===== config.mk =====
export PLATFORM = sky130hd
export DESIGN_NAME = congestion_estimator
export DESIGN_NICKNAME = d
export VERILOG_FILES = /design/src/rtl/traffic_pkg.sv /design/src/rtl/frame_watchdog.sv /design/src/rtl/congestion_estimator.sv
export SDC_FILE = /design/constraint.sdc
export NUM_CORES = 1
export LEC_CHECK = 0
export CORE_ASPECT_RATIO = 1.1
export CORE_MARGIN = 4
export CORE_UTILIZATION = 31
export DETAILED_ROUTE_END_ITERATION = 8
export DONT_BUFFER_PORTS = 1
export SETUP_SLACK_MARGIN = 0.5
export SYNTH_ARGS = -nofsm -noshare
export SYNTH_HDL_FRONTEND = slang
export SYNTH_SLANG_ARGS = --single-unit

===== constraint.sdc =====
create_clock -name clk -period 2.52 [get_ports clk]
set_input_delay 0.504 -clock clk [delete_from_list [all_inputs] [get_ports clk]]
set_output_delay 0.504 -clock clk [all_outputs]
set_load 0.01 [all_outputs]

===== src/rtl/traffic_pkg.sv =====
// Types and default thresholds shared by the congestion estimator and the
// traffic controller so both sides agree on the level encoding.
package traffic_pkg;

  typedef logic [1:0] level_t;

  typedef enum logic [1:0] {
    NORMAL   = 2'd0,
    FAILSAFE = 2'd1,
    RECOVER  = 2'd2
  } est_state_t;

  localparam int unsigned DEF_T1   = 10;
  localparam int unsigned DEF_T2   = 25;
  localparam int unsigned DEF_T3   = 45;
  localparam int unsigned DEF_HYST = 3;

  function automatic level_t classify_level(
    input logic [8:0] x,
    input logic [8:0] t1,
    input logic [8:0] t2,
    input logic [8:0] t3
  );
    level_t lvl;
    if (x >= t3) begin
      lvl = 2'd3;
    end else if (x >= t2) begin
      lvl = 2'd2;
    end else if (x >= t1) begin
      lvl = 2'd1;
    end else begin
      lvl = 2'd0;
    end
    return lvl;
  endfunction

endpackage


===== src/rtl/frame_watchdog.sv =====
// Frame watchdog: counts cycles between frame results, flags an expiry when a
// frame period passes without one, and tracks consecutive misses.
module frame_watchdog #(
  parameter int unsigned FRAME_CYCLES = 5000,
  parameter int unsigned MISS_LIMIT   = 3
) (
  input  logic       clk,
  input  logic       rst_n,
  input  logic       count_valid_i,
  input  logic       frame_err_i,
  output logic       expire_o,
  output logic       limit_hit_o,
  output logic [3:0] miss_count_o
);

  localparam int unsigned CW = $clog2(FRAME_CYCLES);
  localparam logic [CW-1:0] LAST_CNT = CW'(FRAME_CYCLES - 1);
  localparam logic [4:0] LIMIT = (MISS_LIMIT > 15) ? 5'd16 : 5'(MISS_LIMIT);

  logic [CW-1:0] cnt_q, cnt_d;
  logic [3:0]    miss_q, miss_d;
  logic          expire_s;
  logic          good_s;
  logic          bad_s;

  // Next-state for the cycle counter and the consecutive-miss counter.
  always_comb begin
    good_s   = count_valid_i && !frame_err_i;
    bad_s    = count_valid_i && frame_err_i;
    expire_s = (cnt_q == LAST_CNT) && !count_valid_i;

    // The cycle after a frame is already one elapsed cycle of the next period.
    if (count_valid_i) begin
      cnt_d = CW'(1);
    end else if (cnt_q == LAST_CNT) begin
      cnt_d = '0;
    end else begin
      cnt_d = cnt_q + CW'(1);
    end

    if (good_s) begin
      miss_d = 4'd0;
    end else if ((bad_s || expire_s) && (miss_q != 4'd15)) begin
      miss_d = miss_q + 4'd1;
    end else begin
      miss_d = miss_q;
    end
  end

  // Counter registers.
  always_ff @(posedge clk) begin
    if (!rst_n) begin
      cnt_q  <= '0;
      miss_q <= 4'd0;
    end else begin
      cnt_q  <= cnt_d;
      miss_q <= miss_d;
    end
  end

  assign expire_o     = expire_s;
  assign miss_count_o = miss_q;
  assign limit_hit_o  = ({1'b0, miss_q} >= LIMIT);

endmodule


===== src/rtl/congestion_estimator.sv =====
// Turns per-frame vehicle counts into a hysteretic congestion level and a
// fail-safe request driven by a frame watchdog.
module congestion_estimator
  import traffic_pkg::*;
#(
  parameter int unsigned FRAME_CYCLES   = 5000,
  parameter int unsigned T1             = DEF_T1,
  parameter int unsigned T2             = DEF_T2,
  parameter int unsigned T3             = DEF_T3,
  parameter int unsigned HYST           = DEF_HYST,
  parameter int unsigned MISS_LIMIT     = 3,
  parameter int unsigned RECOVER_FRAMES = 2
) (
  input  logic       clk,
  input  logic       rst_n,
  input  logic [7:0] vehicle_count,
  input  logic       count_valid,
  input  logic       frame_err,
  output level_t     congestion_level,
  output logic       level_valid,
  output logic       fail_safe_en,
  output logic [3:0] miss_count
);

  localparam logic [8:0] TH1      = 9'(T1);
  localparam logic [8:0] TH2      = 9'(T2);
  localparam logic [8:0] TH3      = 9'(T3);
  localparam logic [8:0] HYST9    = 9'(HYST);
  localparam logic [7:0] REC_LAST = 8'(RECOVER_FRAMES - 1);

  logic [3:0][7:0] hist_q;
  logic [9:0]      sum_q, sum_d;
  logic            s1_vld_q;
  level_t          level_q, level_d;
  logic            lvl_vld_q;
  est_state_t      st_q;
  logic [7:0]      rec_q;
  logic            fs_q;

  logic            good_s;
  logic            bad_s;
  logic [8:0]      avg_up_s;
  logic [8:0]      avg_dn_s;
  level_t          up_s;
  level_t          dn_s;
  logic            expire_s;
  logic            limit_hit_s;

  frame_watchdog #(
    .FRAME_CYCLES (FRAME_CYCLES),
    .MISS_LIMIT   (MISS_LIMIT)
  ) u_watchdog (
    .clk           (clk),
    .rst_n         (rst_n),
    .count_valid_i (count_valid),
    .frame_err_i   (frame_err),
    .expire_o      (expire_s),
    .limit_hit_o   (limit_hit_s),
    .miss_count_o  (miss_count)
  );

  // Running sum and hysteretic level decision.
  always_comb begin
    good_s   = count_valid && !frame_err;
    bad_s    = count_valid && frame_err;
    // sum_q always equals the sum of hist_q, so only the oldest entry leaves.
    sum_d    = sum_q - 10'(hist_q[3]) + 10'(vehicle_count);
    avg_up_s = {1'b0, sum_q[9:2]};
    avg_dn_s = {1'b0, sum_q[9:2]} + HYST9;
    up_s     = classify_level(avg_up_s, TH1, TH2, TH3);
    dn_s     = classify_level(avg_dn_s, TH1, TH2, TH3);
    if (up_s > level_q) begin
      level_d = up_s;
    end else if (dn_s < level_q) begin
      level_d = dn_s;
    end else begin
      level_d = level_q;
    end
  end

  // Two-stage pipeline: history/sum, then level with its valid pulse.
  always_ff @(posedge clk) begin
    if (!rst_n) begin
      hist_q    <= '0;
      sum_q     <= 10'd0;
      s1_vld_q  <= 1'b0;
      level_q   <= 2'd0;
      lvl_vld_q <= 1'b0;
    end else begin
      if (good_s) begin
        hist_q <= {hist_q[2:0], vehicle_count};
        sum_q  <= sum_d;
      end
      s1_vld_q <= good_s;
      if (s1_vld_q) begin
        level_q <= level_d;
      end
      lvl_vld_q <= s1_vld_q;
    end
  end

  // Fail-safe state machine with registered request output.
  always_ff @(posedge clk) begin
    if (!rst_n) begin
      st_q  <= NORMAL;
      rec_q <= 8'd0;
      fs_q  <= 1'b0;
    end else begin
      case (st_q)
        NORMAL: begin
          if (limit_hit_s) begin
            st_q <= FAILSAFE;
            fs_q <= 1'b1;
          end
        end
        FAILSAFE: begin
          if (good_s) begin
            if (REC_LAST == 8'd0) begin
              st_q <= NORMAL;
              fs_q <= 1'b0;
            end else begin
              st_q  <= RECOVER;
              rec_q <= 8'd1;
            end
          end
        end
        RECOVER: begin
          if (bad_s || expire_s) begin
            st_q  <= FAILSAFE;
            rec_q <= 8'd0;
          end else if (good_s) begin
            if (rec_q >= REC_LAST) begin
              st_q  <= NORMAL;
              rec_q <= 8'd0;
              fs_q  <= 1'b0;
            end else begin
              rec_q <= rec_q + 8'd1;
            end
          end
        end
        default: begin
          st_q  <= NORMAL;
          rec_q <= 8'd0;
          fs_q  <= 1'b0;
        end
      endcase
    end
  end

  assign congestion_level = level_q;
  assign level_valid      = lvl_vld_q;
  assign fail_safe_en     = fs_q;

endmodule


==> out/summary.log, run 1 <==
qor: sta.final-setup-viol-count 0
qor: clocking.cts_tree done
qor: floorplan.ioPinCount 20
qor: floorplan.dieHeight 130 µm
qor: power_and_ir_drop.power.density 691 mW/mm²
qor: final_layout.n_antenna_cell 0
qor: yosys.post_synth_xor_area_fraction 0.0395
qor: floorplan.core_area 0.0133 mm²
qor: final_layout.layout.cells.most_common sky130_fd_sc_hd__nand2_1
qor: placed_design.placed_cells 690
qor: sta.fmax 416 MHz
qor: global_routing.grt_pass1_wl 15.5 mm
qor: drt.drt_iter0_markers 181
qor: floorplan.die_area 0.0155 mm²
qor: clocking.cts_hold_buffers 0
qor: sta.number_of_hold_violations_in_the_final_report 0
qor: hold_path.hold_wc_path_type input pin to register
qor: sta.grt_setup_unrepaired true
qor: setup_path.worst_ep_arrival_time 2.67 ns
qor: yosys.post_synth_num_cell_types 59
qor: sta.fin_worst_hold_slack 0.294 ns
qor: final_layout.area_overhead_of_the_layout_relative_to_synthesis 28.7%
qor: placed_design.globalplace.congestion 0.754
qor: floorplan.chipWidth 119 µm
qor: sta.timing.final.max_slew_violations 0
qor: yosys.synth_adder_area_share 0.124
qor: yosys.synthTopCellsByArea sky130_fd_sc_hd__dfxtp_1 35%, sky130_fd_sc_hd__ha_1 8.6%, sky130_fd_sc_hd__nand2_1 8.3%, sky130_fd_sc_hd__a21boi_0 6.2%, sky130_fd_sc_hd__inv_1 4.1%
qor: drt.met1Wirelength 4.21 mm
qor: setup_path.crit_slowest_cell sky130_fd_sc_hd__o311a_1
qor: job.maxCapViolations 0
qor: placed_design.io_buffer_count 0
qor: final_layout.final-instance-count-excl-fill 740
qor: clocking.ctsHtreeMaxLevel 3
qor: setup_path.timing.critical_path.buf_inv 2
qor: drt.detailroute.wirelength.met2 4.66 mm
qor: drt.dr_wl_met3 223 µm
qor: yosys.synth_compound_gate_area_share 0.186
qor: clocking.cts_num_sinks 74
qor: yosys.post_synth_instance_area 0.00422 mm²
qor: setup_path.path_cells inv_6 > ha_4 > buf_4 > o311a_1 > a21oi_2 > o2111ai_2 > ha_1 > nor2_1 > o21a_1 > a31oi_1 > mux2i_1
qor: placed_design.dp.final_hpwl 6.09 mm
qor: yosys.synth_largest_area_cell sky130_fd_sc_hd__dfxtp_1
qor: setup_path.max_stage_delay 0.38 ns
qor: final_layout.finalNetCount 600
qor: final_layout.final_core_utilization 0.409
qor: setup_path.timing.setup.critical_path_class register to register
qor: yosys.synth_async_sr_flop_share 0
qor: sta.setup-tns-final 0 ns
qor: placed_design.postPlaceCellArea 0.00457 mm²
qor: clocking.numCtsBuffers 9
qor: floorplan.fp-row-count 44
qor: power_and_ir_drop.leakage 2.15 nW
qor: drt.wire_per_inst 12.5 µm
qor: drt.maxUsedRoutingLayer met4
qor: final_layout.final_cell_area 0.00542 mm²
qor: yosys.synth_enable_flop_cells 0
qor: sta.skew 0.00645 ns
qor: status.outcome finished, final reports clean
qor: sta.final_period_minus_worst_setup_slack 2.40 ns
qor: drt.ant_nets 0
qor: yosys.post_synth_and_or_nand_nor_area_fraction 0.227
qor: yosys.synth_top_area_frac 0.351
qor: setup_path.critPathRequiredTime 2.79 ns
qor: global_routing.grt_start_max_net_pins 59
qor: setup_path.startpoint_type register
qor: drt.num_vias 3537
qor: final_layout.final.fill_count 1283
qor: yosys.postSynthRegisterBits 74
qor: yosys.mappedNetlistNets 563
qor: clocking.clock_path_buffers 2
qor: sta.worstMarginPinSlew 0.453 ns
qor: global_routing.grt_use_total 0.120
qor: yosys.synth_top_family_by_area simple AND/OR/NAND/NOR gates
qor: drt.drt-total-wl 9.24 mm
qor: global_routing.initial_antenna_violation_count 0
qor: yosys.post_synth_mux_area_share 0.0122
qor: yosys.yosysWarningCount 0
qor: drt.dr.pass1.iters 4
qor: yosys.synth_flop_cell sky130_fd_sc_hd__dfxtp_1
qor: setup_path.type_of_destination_of_the_critical_path register
qor: drt.drt_drc_violations_left 0
qor: clocking.path_clk_slew 0.06 ns
qor: setup_path.critical_path.max_fanout 5
qor: drt.routed_via_density 4.78
qor: sta.fin_crit_sh 0.954
qor: yosys.sequential_fraction_of_the_synthesis_area 0.351
qor: final_layout.final_layout_size_suffix_gt1_frac 0.241
qor: clocking.cts-root-buf sky130_fd_sc_hd__clkbuf_16
qor: setup_path.critPathTopFamily compound AO/OA/AOI/OAI gates
qor: power_and_ir_drop.vdd_ir_drop_max 400 µV
qor: floorplan.floorplan.initialDensity 0.318
qor: global_routing.globalRoute.totalOverflow 0
qor: global_routing.via_count_of_the_first_global_routing_pass 3369
qor: final_layout.layout_common_cells 87 x sky130_fd_sc_hd__nand2_1, 65 x sky130_fd_sc_hd__dfxtp_1, 39 x sky130_fd_sc_hd__inv_1
qor: yosys.per_instance_average_area_after_synthesis 8.20 µm²
qor: yosys.synth_cells 514
qor: sta.timing.max_slew.rel_slack 0.696
qor: clocking.clock_latency 0.33 ns
[through the flow]
step | total power [W] | setup slack (ns)
3_5_place_dp | 0.00204 | 0.0443
3_3_place_gp | 0.00202 | 0.0924
5_1_grt | 0.00395 | -0.0280
2_1_floorplan | 0.00187 | 0.117
6_report | 0.00375 | 0.115
4_1_cts | 0.00367 | 0.143
[power by group]
part           internal [W]  leakage [nW]  switching (W)
registers           0.00121         0.604      0.0000494
logic              0.000494          1.39       0.000518
clock network      0.000971         0.159       0.000504
[per-layer routing]
metal / global-route usage / up-vias
met5: 0 / -
met4: 0.0464 / 0
met3: 0.0260 / 12
met2: 0.210 / 41
met1: 0.144 / 1671
li1: - / 1813
[final cells by class]
| class | instances | area [µm²] | share of cell area |
|---|---|---|---|
| clock buffers | 10 | 229 | 0.0422 |
| clock inverters | 6 | 114 | 0.0210 |
| inverters | 46 | 185 | 0.0341 |
| multi-input cells | 373 | 2770 | 0.511 |
| flip-flops and latches | 74 | 1500 | 0.276 |
| well taps | 184 | 230 | 0.0424 |
| repair buffers | 47 | 394 | 0.0727 |
[worst register-to-register path, cell delays in order, from the launching register on]
cell                        delay [ns]
sky130_fd_sc_hd__dfxtp_4          0.37
sky130_fd_sc_hd__inv_6            0.04
sky130_fd_sc_hd__ha_4             0.17
sky130_fd_sc_hd__buf_4            0.13
sky130_fd_sc_hd__o311a_1          0.38
sky130_fd_sc_hd__a21oi_2          0.16
sky130_fd_sc_hd__o2111ai_2        0.14
sky130_fd_sc_hd__ha_1             0.32
sky130_fd_sc_hd__nor2_1           0.04
sky130_fd_sc_hd__o21a_1           0.21
sky130_fd_sc_hd__a31oi_1          0.19
sky130_fd_sc_hd__mux2i_1          0.19
[flip-flops by register name, indices dropped and copies added (netlist names)]
name and cells:
congestion_level 2, fail_safe_en 1, hist_q 32, level_valid 1, rec_q 8, s1_vld_q 1, st_q 2, sum_q 10
u_watchdog.cnt_q 13, u_watchdog.miss_count_o 4
[worst paths after layout]
check                            startpoint                  end  slack (ns)  cells past startpoint
worst min register to register    hist_q[6]           hist_q[14]        0.46                      2
worst max-delay path               sum_q[2]  congestion_level[1]        0.12                     11
worst min-delay path            count_valid  u_watchdog.cnt_q[0]        0.29                      1
worst max register to register     sum_q[2]  congestion_level[1]        0.12                     11
[synthesized netlist by cell type, types with 3 or more instances]
library cell and instances:
sky130_fd_sc_hd__a21oi_1 16, sky130_fd_sc_hd__nor2b_1 6, sky130_fd_sc_hd__a22o_1 3, sky130_fd_sc_hd__nor3_1 7, sky130_fd_sc_hd__and2_1 4, sky130_fd_sc_hd__xnor2_1 11
sky130_fd_sc_hd__clkbuf_1 19, sky130_fd_sc_hd__o211ai_1 4, sky130_fd_sc_hd__nor2_1 37, sky130_fd_sc_hd__fa_1 8, sky130_fd_sc_hd__nand2_1 93, sky130_fd_sc_hd__o2111ai_1 3
sky130_fd_sc_hd__and3_1 8, sky130_fd_sc_hd__a21o_1 5, sky130_fd_sc_hd__nand2b_1 5, sky130_fd_sc_hd__ha_1 29, sky130_fd_sc_hd__a21boi_0 35, sky130_fd_sc_hd__nand3_1 20
sky130_fd_sc_hd__o21ai_0 11, sky130_fd_sc_hd__xor2_1 8, sky130_fd_sc_hd__o21a_1 4, sky130_fd_sc_hd__inv_1 46, sky130_fd_sc_hd__dfxtp_1 74, sky130_fd_sc_hd__mux2i_1 4
sky130_fd_sc_hd__a31oi_1 5, sky130_fd_sc_hd__o21ai_1 6
[cells by family (layout without fill, tap and decap cells)]
| group | count (synthesis) | after routing |
|---|---|---|
| compound gates | 111 | 111 |
| simple gates | 201 | 201 |
| fa+ha+maj | 37 | 37 |
| buf+inv | 67 | 109 |
| flops | 74 | 74 |
| mux | 5 | 5 |
| xor+xnor | 19 | 19 |
[timing repair]
item                                    CTS  global route
setup buffers                            23            11
pin swaps                                40            26
gates resized for setup                  33            35
cloned                                    0             0
endpoints found under the setup margin   20            29
Power figures use the tool's default switching activity.
==> inputs of run 2 (changes only) <==
--- a/config.mk
+++ b/config.mk
@@ -7,9 +7,11 @@
 export LEC_CHECK = 0
 export CORE_ASPECT_RATIO = 1.1
 export CORE_MARGIN = 4
-export CORE_UTILIZATION = 31
+export CORE_UTILIZATION = 55
+export CTS_BUF_LIST = sky130_fd_sc_hd__clkbuf_4
 export DETAILED_ROUTE_END_ITERATION = 8
 export DONT_BUFFER_PORTS = 1
+export PLACE_DENSITY = 0.73
 export SETUP_SLACK_MARGIN = 0.5
 export SYNTH_ARGS = -nofsm -noshare
 export SYNTH_HDL_FRONTEND = slang
==> run 2 against run 1 <==
  * Clock skew is 0.013 ns higher
  * First-iteration DRC count is 8.3% higher
  * Clock power is 51% lower
  * Die area fell by 41%
  * Worst setup slack worse by 0.014 ns
  * Global-route usage rose by 7.0 points
  * Combinational power decreased by 6%
  * Total power decreased by 22%
==> out/summary.log, run 2 (synthesis gave the netlist of run 1 again) <==
qor: setup_path.critPathTopFamily compound AO/OA/AOI/OAI gates
qor: hold_path.hold_wc_path_type input pin to register
qor: floorplan.dieHeight 99.8 µm [-23%]
qor: clocking.cts_num_sinks 74 [unchanged]
qor: drt.drt-total-wl 8.33 mm [-9.8%]
qor: sta.final_period_minus_worst_setup_slack 2.42 ns [+0.0137 ns]
qor: hold_path.hold_path_depth 1 [unchanged]
qor: status.outcome finished, final reports clean
qor: drt.wire_per_inst 12.8 µm [+2.6%]
qor: placed_design.io_buffer_count 0 [unchanged]
qor: global_routing.grt_start_max_net_pins 59 [unchanged]
qor: sta.worstMarginPinSlew 0.384 ns [-0.0693 ns]
qor: setup_path.timing.critical_path.buf_inv 1 [-1]
qor: sta.grt_setup_unrepaired true
qor: clocking.cts_tree done
qor: floorplan.core_area 0.00747 mm² [-44%]
qor: clocking.cts_hold_buffers 0 [unchanged]
qor: sta.number_of_hold_violations_in_the_final_report 0 [unchanged]
qor: sta.fin_crit_sh 0.960 [+0.00545]
qor: final_layout.biggest_regs hist_q (32), u_watchdog.cnt_q (13), sum_q (10)
qor: hold_path.hold_start count_valid
qor: power_and_ir_drop.power 0.00293 W [-22%]
qor: power_and_ir_drop.sequential_share_of_power 0.430 [+0.093]
qor: drt.drt_iter0_markers 196 [+8.3%]
qor: power_and_ir_drop.p_clk_frac 0.245 [-0.148]
qor: final_layout.n_antenna_cell 0 [unchanged]
qor: setup_path.worst_ep_arrival_time 2.77 ns [+0.10 ns]
qor: global_routing.globalRoute.totalOverflow 0 [unchanged]
qor: sta.setup-tns-final 0 ns [unchanged]
qor: power_and_ir_drop.power.combinational.fraction 0.325 [+0.055]
qor: drt.num_vias 3476 [-1.7%]
qor: global_routing.initial_antenna_violation_count 0 [unchanged]
qor: setup_path.timing.setup.critical_path_class register to register
qor: power_and_ir_drop.leakage 1.99 nW [-7.9%]
qor: final_layout.layout_common_cells 91 x sky130_fd_sc_hd__nand2_1, 65 x sky130_fd_sc_hd__dfxtp_1, 40 x sky130_fd_sc_hd__inv_1
qor: final_layout.final.fill_count 614 [-52%]
qor: clocking.clock_latency 0.41 ns [+0.08 ns]
qor: setup_path.crit_slowest_cell sky130_fd_sc_hd__dfxtp_2
qor: final_layout.final_layout_size_suffix_gt1_frac 0.204 [-0.0373]
qor: clocking.numCtsBuffers 9 [unchanged]
qor: final_layout.largest_register hist_q
qor: setup_path.critical_path.max_fanout 8 [+3]
qor: drt.routed_via_density 5.35 [+12%]
qor: placed_design.globalplace.congestion 0.799 [+6.0%]
qor: sta.timing.final.max_slew_violations 0 [unchanged]
qor: setup_path.path_cells buf_4 > ha_2 > and4b_1 > o21ai_1 > a21oi_2 > o2111ai_2 > ha_1 > nor2_1 > o21a_1 > a31oi_1 > mux2i_1
qor: power_and_ir_drop.power.switching_fraction 0.329 [+0.0429]
qor: global_routing.grt_pass1_wl 14.3 mm [-7.4%]
qor: clocking.path_clk_slew 0.12 ns [+0.06 ns]
qor: final_layout.finalNetCount 589 [-1.8%]
qor: final_layout.max_reg_flops 32 [unchanged]
qor: setup_path.crit-reg2reg-launch sum_q[3]
qor: placed_design.dp.final_hpwl 5.79 mm [-4.9%]
qor: power_and_ir_drop.vdd_ir_drop_max 430 µV [+7.3%]
qor: clocking.ctsHtreeMaxLevel 3 [unchanged]
qor: drt.drt_drc_violations_left 0 [unchanged]
qor: sta.final-setup-viol-count 0 [unchanged]
qor: floorplan.ioPinCount 20 [unchanged]
qor: global_routing.via_count_of_the_first_global_routing_pass 3386 [+0.50%]
qor: setup_path.regToRegEndpoint congestion_level[1]
qor: sta.timing.max_slew.rel_slack 0.744 [+0.0485]
qor: sta.pnr_worst_setup_slack 0.101 ns [-0.0137 ns]
qor: clocking.cts-root-buf sky130_fd_sc_hd__clkbuf_4
qor: sta.fin_worst_hold_slack 0.209 ns [-0.0847 ns]
qor: hold_path.whs_endpoint u_watchdog.cnt_q[0]
qor: setup_path.critPathRequiredTime 2.87 ns [+0.08 ns]
qor: drt.ant_nets 0 [unchanged]
qor: final_layout.area_overhead_of_the_layout_relative_to_synthesis 17.0%
qor: setup_path.worst-r2r-cell-count 11 [unchanged]
qor: setup_path.max_stage_delay 0.35 ns [-0.03 ns]
qor: final_layout.final_core_utilization 0.660 [+0.251]
qor: final_layout.layout.cells.most_common sky130_fd_sc_hd__nand2_1
qor: global_routing.grt_use_total 0.190 [+0.0702]
qor: floorplan.fp-row-count 33 [-25%]
qor: setup_path.reg2reg_slack 0.10 ns [about the same]
qor: sta.skew 0.0195 ns [+0.0131 ns]
qor: floorplan.die_area 0.00913 mm² [-41%]
qor: clocking.clock_path_buffers 2 [unchanged]
qor: setup_path.type_of_destination_of_the_critical_path register
qor: placed_design.dp_worst_setup_slack 0.0169 ns [-0.0274 ns]
qor: drt.dr.pass1.iters 4 [unchanged]
qor: power_and_ir_drop.total_switching_power 0.000963 W [-10%]
qor: floorplan.floorplan.initialDensity 0.564 [+0.246]
qor: setup_path.startpoint_type register
qor: job.maxCapViolations 0 [unchanged]
qor: power_and_ir_drop.power.density 594 mW/mm² [-14%]
qor: power_and_ir_drop.p_int 0.00197 W [-27%]
qor: sta.fmax 413 MHz [-0.57%]
qor: floorplan.chipWidth 91.5 µm [-23%]
[run 2: cell count changes in the layout (fill, tap and decap cells not counted), moves of 3 or more]
cell / before / now
sky130_fd_sc_hd__nand2_1: 87 / 91
sky130_fd_sc_hd__clkbuf_4: 0 / 9
sky130_fd_sc_hd__clkbuf_16: 9 / 0
sky130_fd_sc_hd__nand2_4: 3 / 0
sky130_fd_sc_hd__buf_6: 11 / 2
[run 2: what timing repair did]
| item | CTS | global route |
|---|---|---|
| resized for setup | 21 | 22 |
| pin swaps | 16 | 20 |
| setup buffers | 12 | 11 |
| endpoints found under the setup margin | 20 | 29 |
[run 2: layer usage]
layer	vias up	wire length, µm	global-route usage
met5	-	0	0
met4	0	186	0.0928
met3	20	310	0.0525
met2	55	3930	0.318
met1	1611	3890	0.225
li1	1790	-	-
[run 2: per-stage QoR]
step | cells | area (µm²)
after floorplan | 514 | 4330
after global placement | 611 | 4470
after detailed placement | 611 | 4470
after CTS | 639 | 4760
after global routing | 650 | 4930
final | 650 | 4930
[run 2: area by class of cell]
class	instances	area, µm²	area share
multi-input combinational	373	2710	0.548
inverter	46	188	0.0381
sequential	74	1500	0.303
timing repair buffer	36	278	0.0563
tap	105	131	0.0266
clock buffer	9	67.6	0.0137
clock inverter	7	67.6	0.0137
[run 2: worst max-delay path by stage]
stage                     start                  end  slack, ns  depth (start not counted)
6_report               sum_q[3]  congestion_level[1]       0.10                         11
3_3_place_gp   vehicle_count[1]             sum_q[9]        0.1                         11
5_1_grt                sum_q[2]  congestion_level[1]      -0.04                         12
3_5_place_dp   vehicle_count[1]             sum_q[9]       0.02                         11
2_1_floorplan          sum_q[2]  congestion_level[1]       0.12                         13
4_1_cts                sum_q[2]  congestion_level[1]       0.12                         11
[run 2: power groups by stage]
stage	combinational, W	sequential [W]	clock (W)
CTS	0.000838	0.00126	0.000746
floorplan	0.000605	0.00127	0
detailed placement	0.000757	0.00128	0
finish	0.000952	0.00126	0.000717
global placement	0.000730	0.00128	0
global route	0.00106	0.00127	0.000799
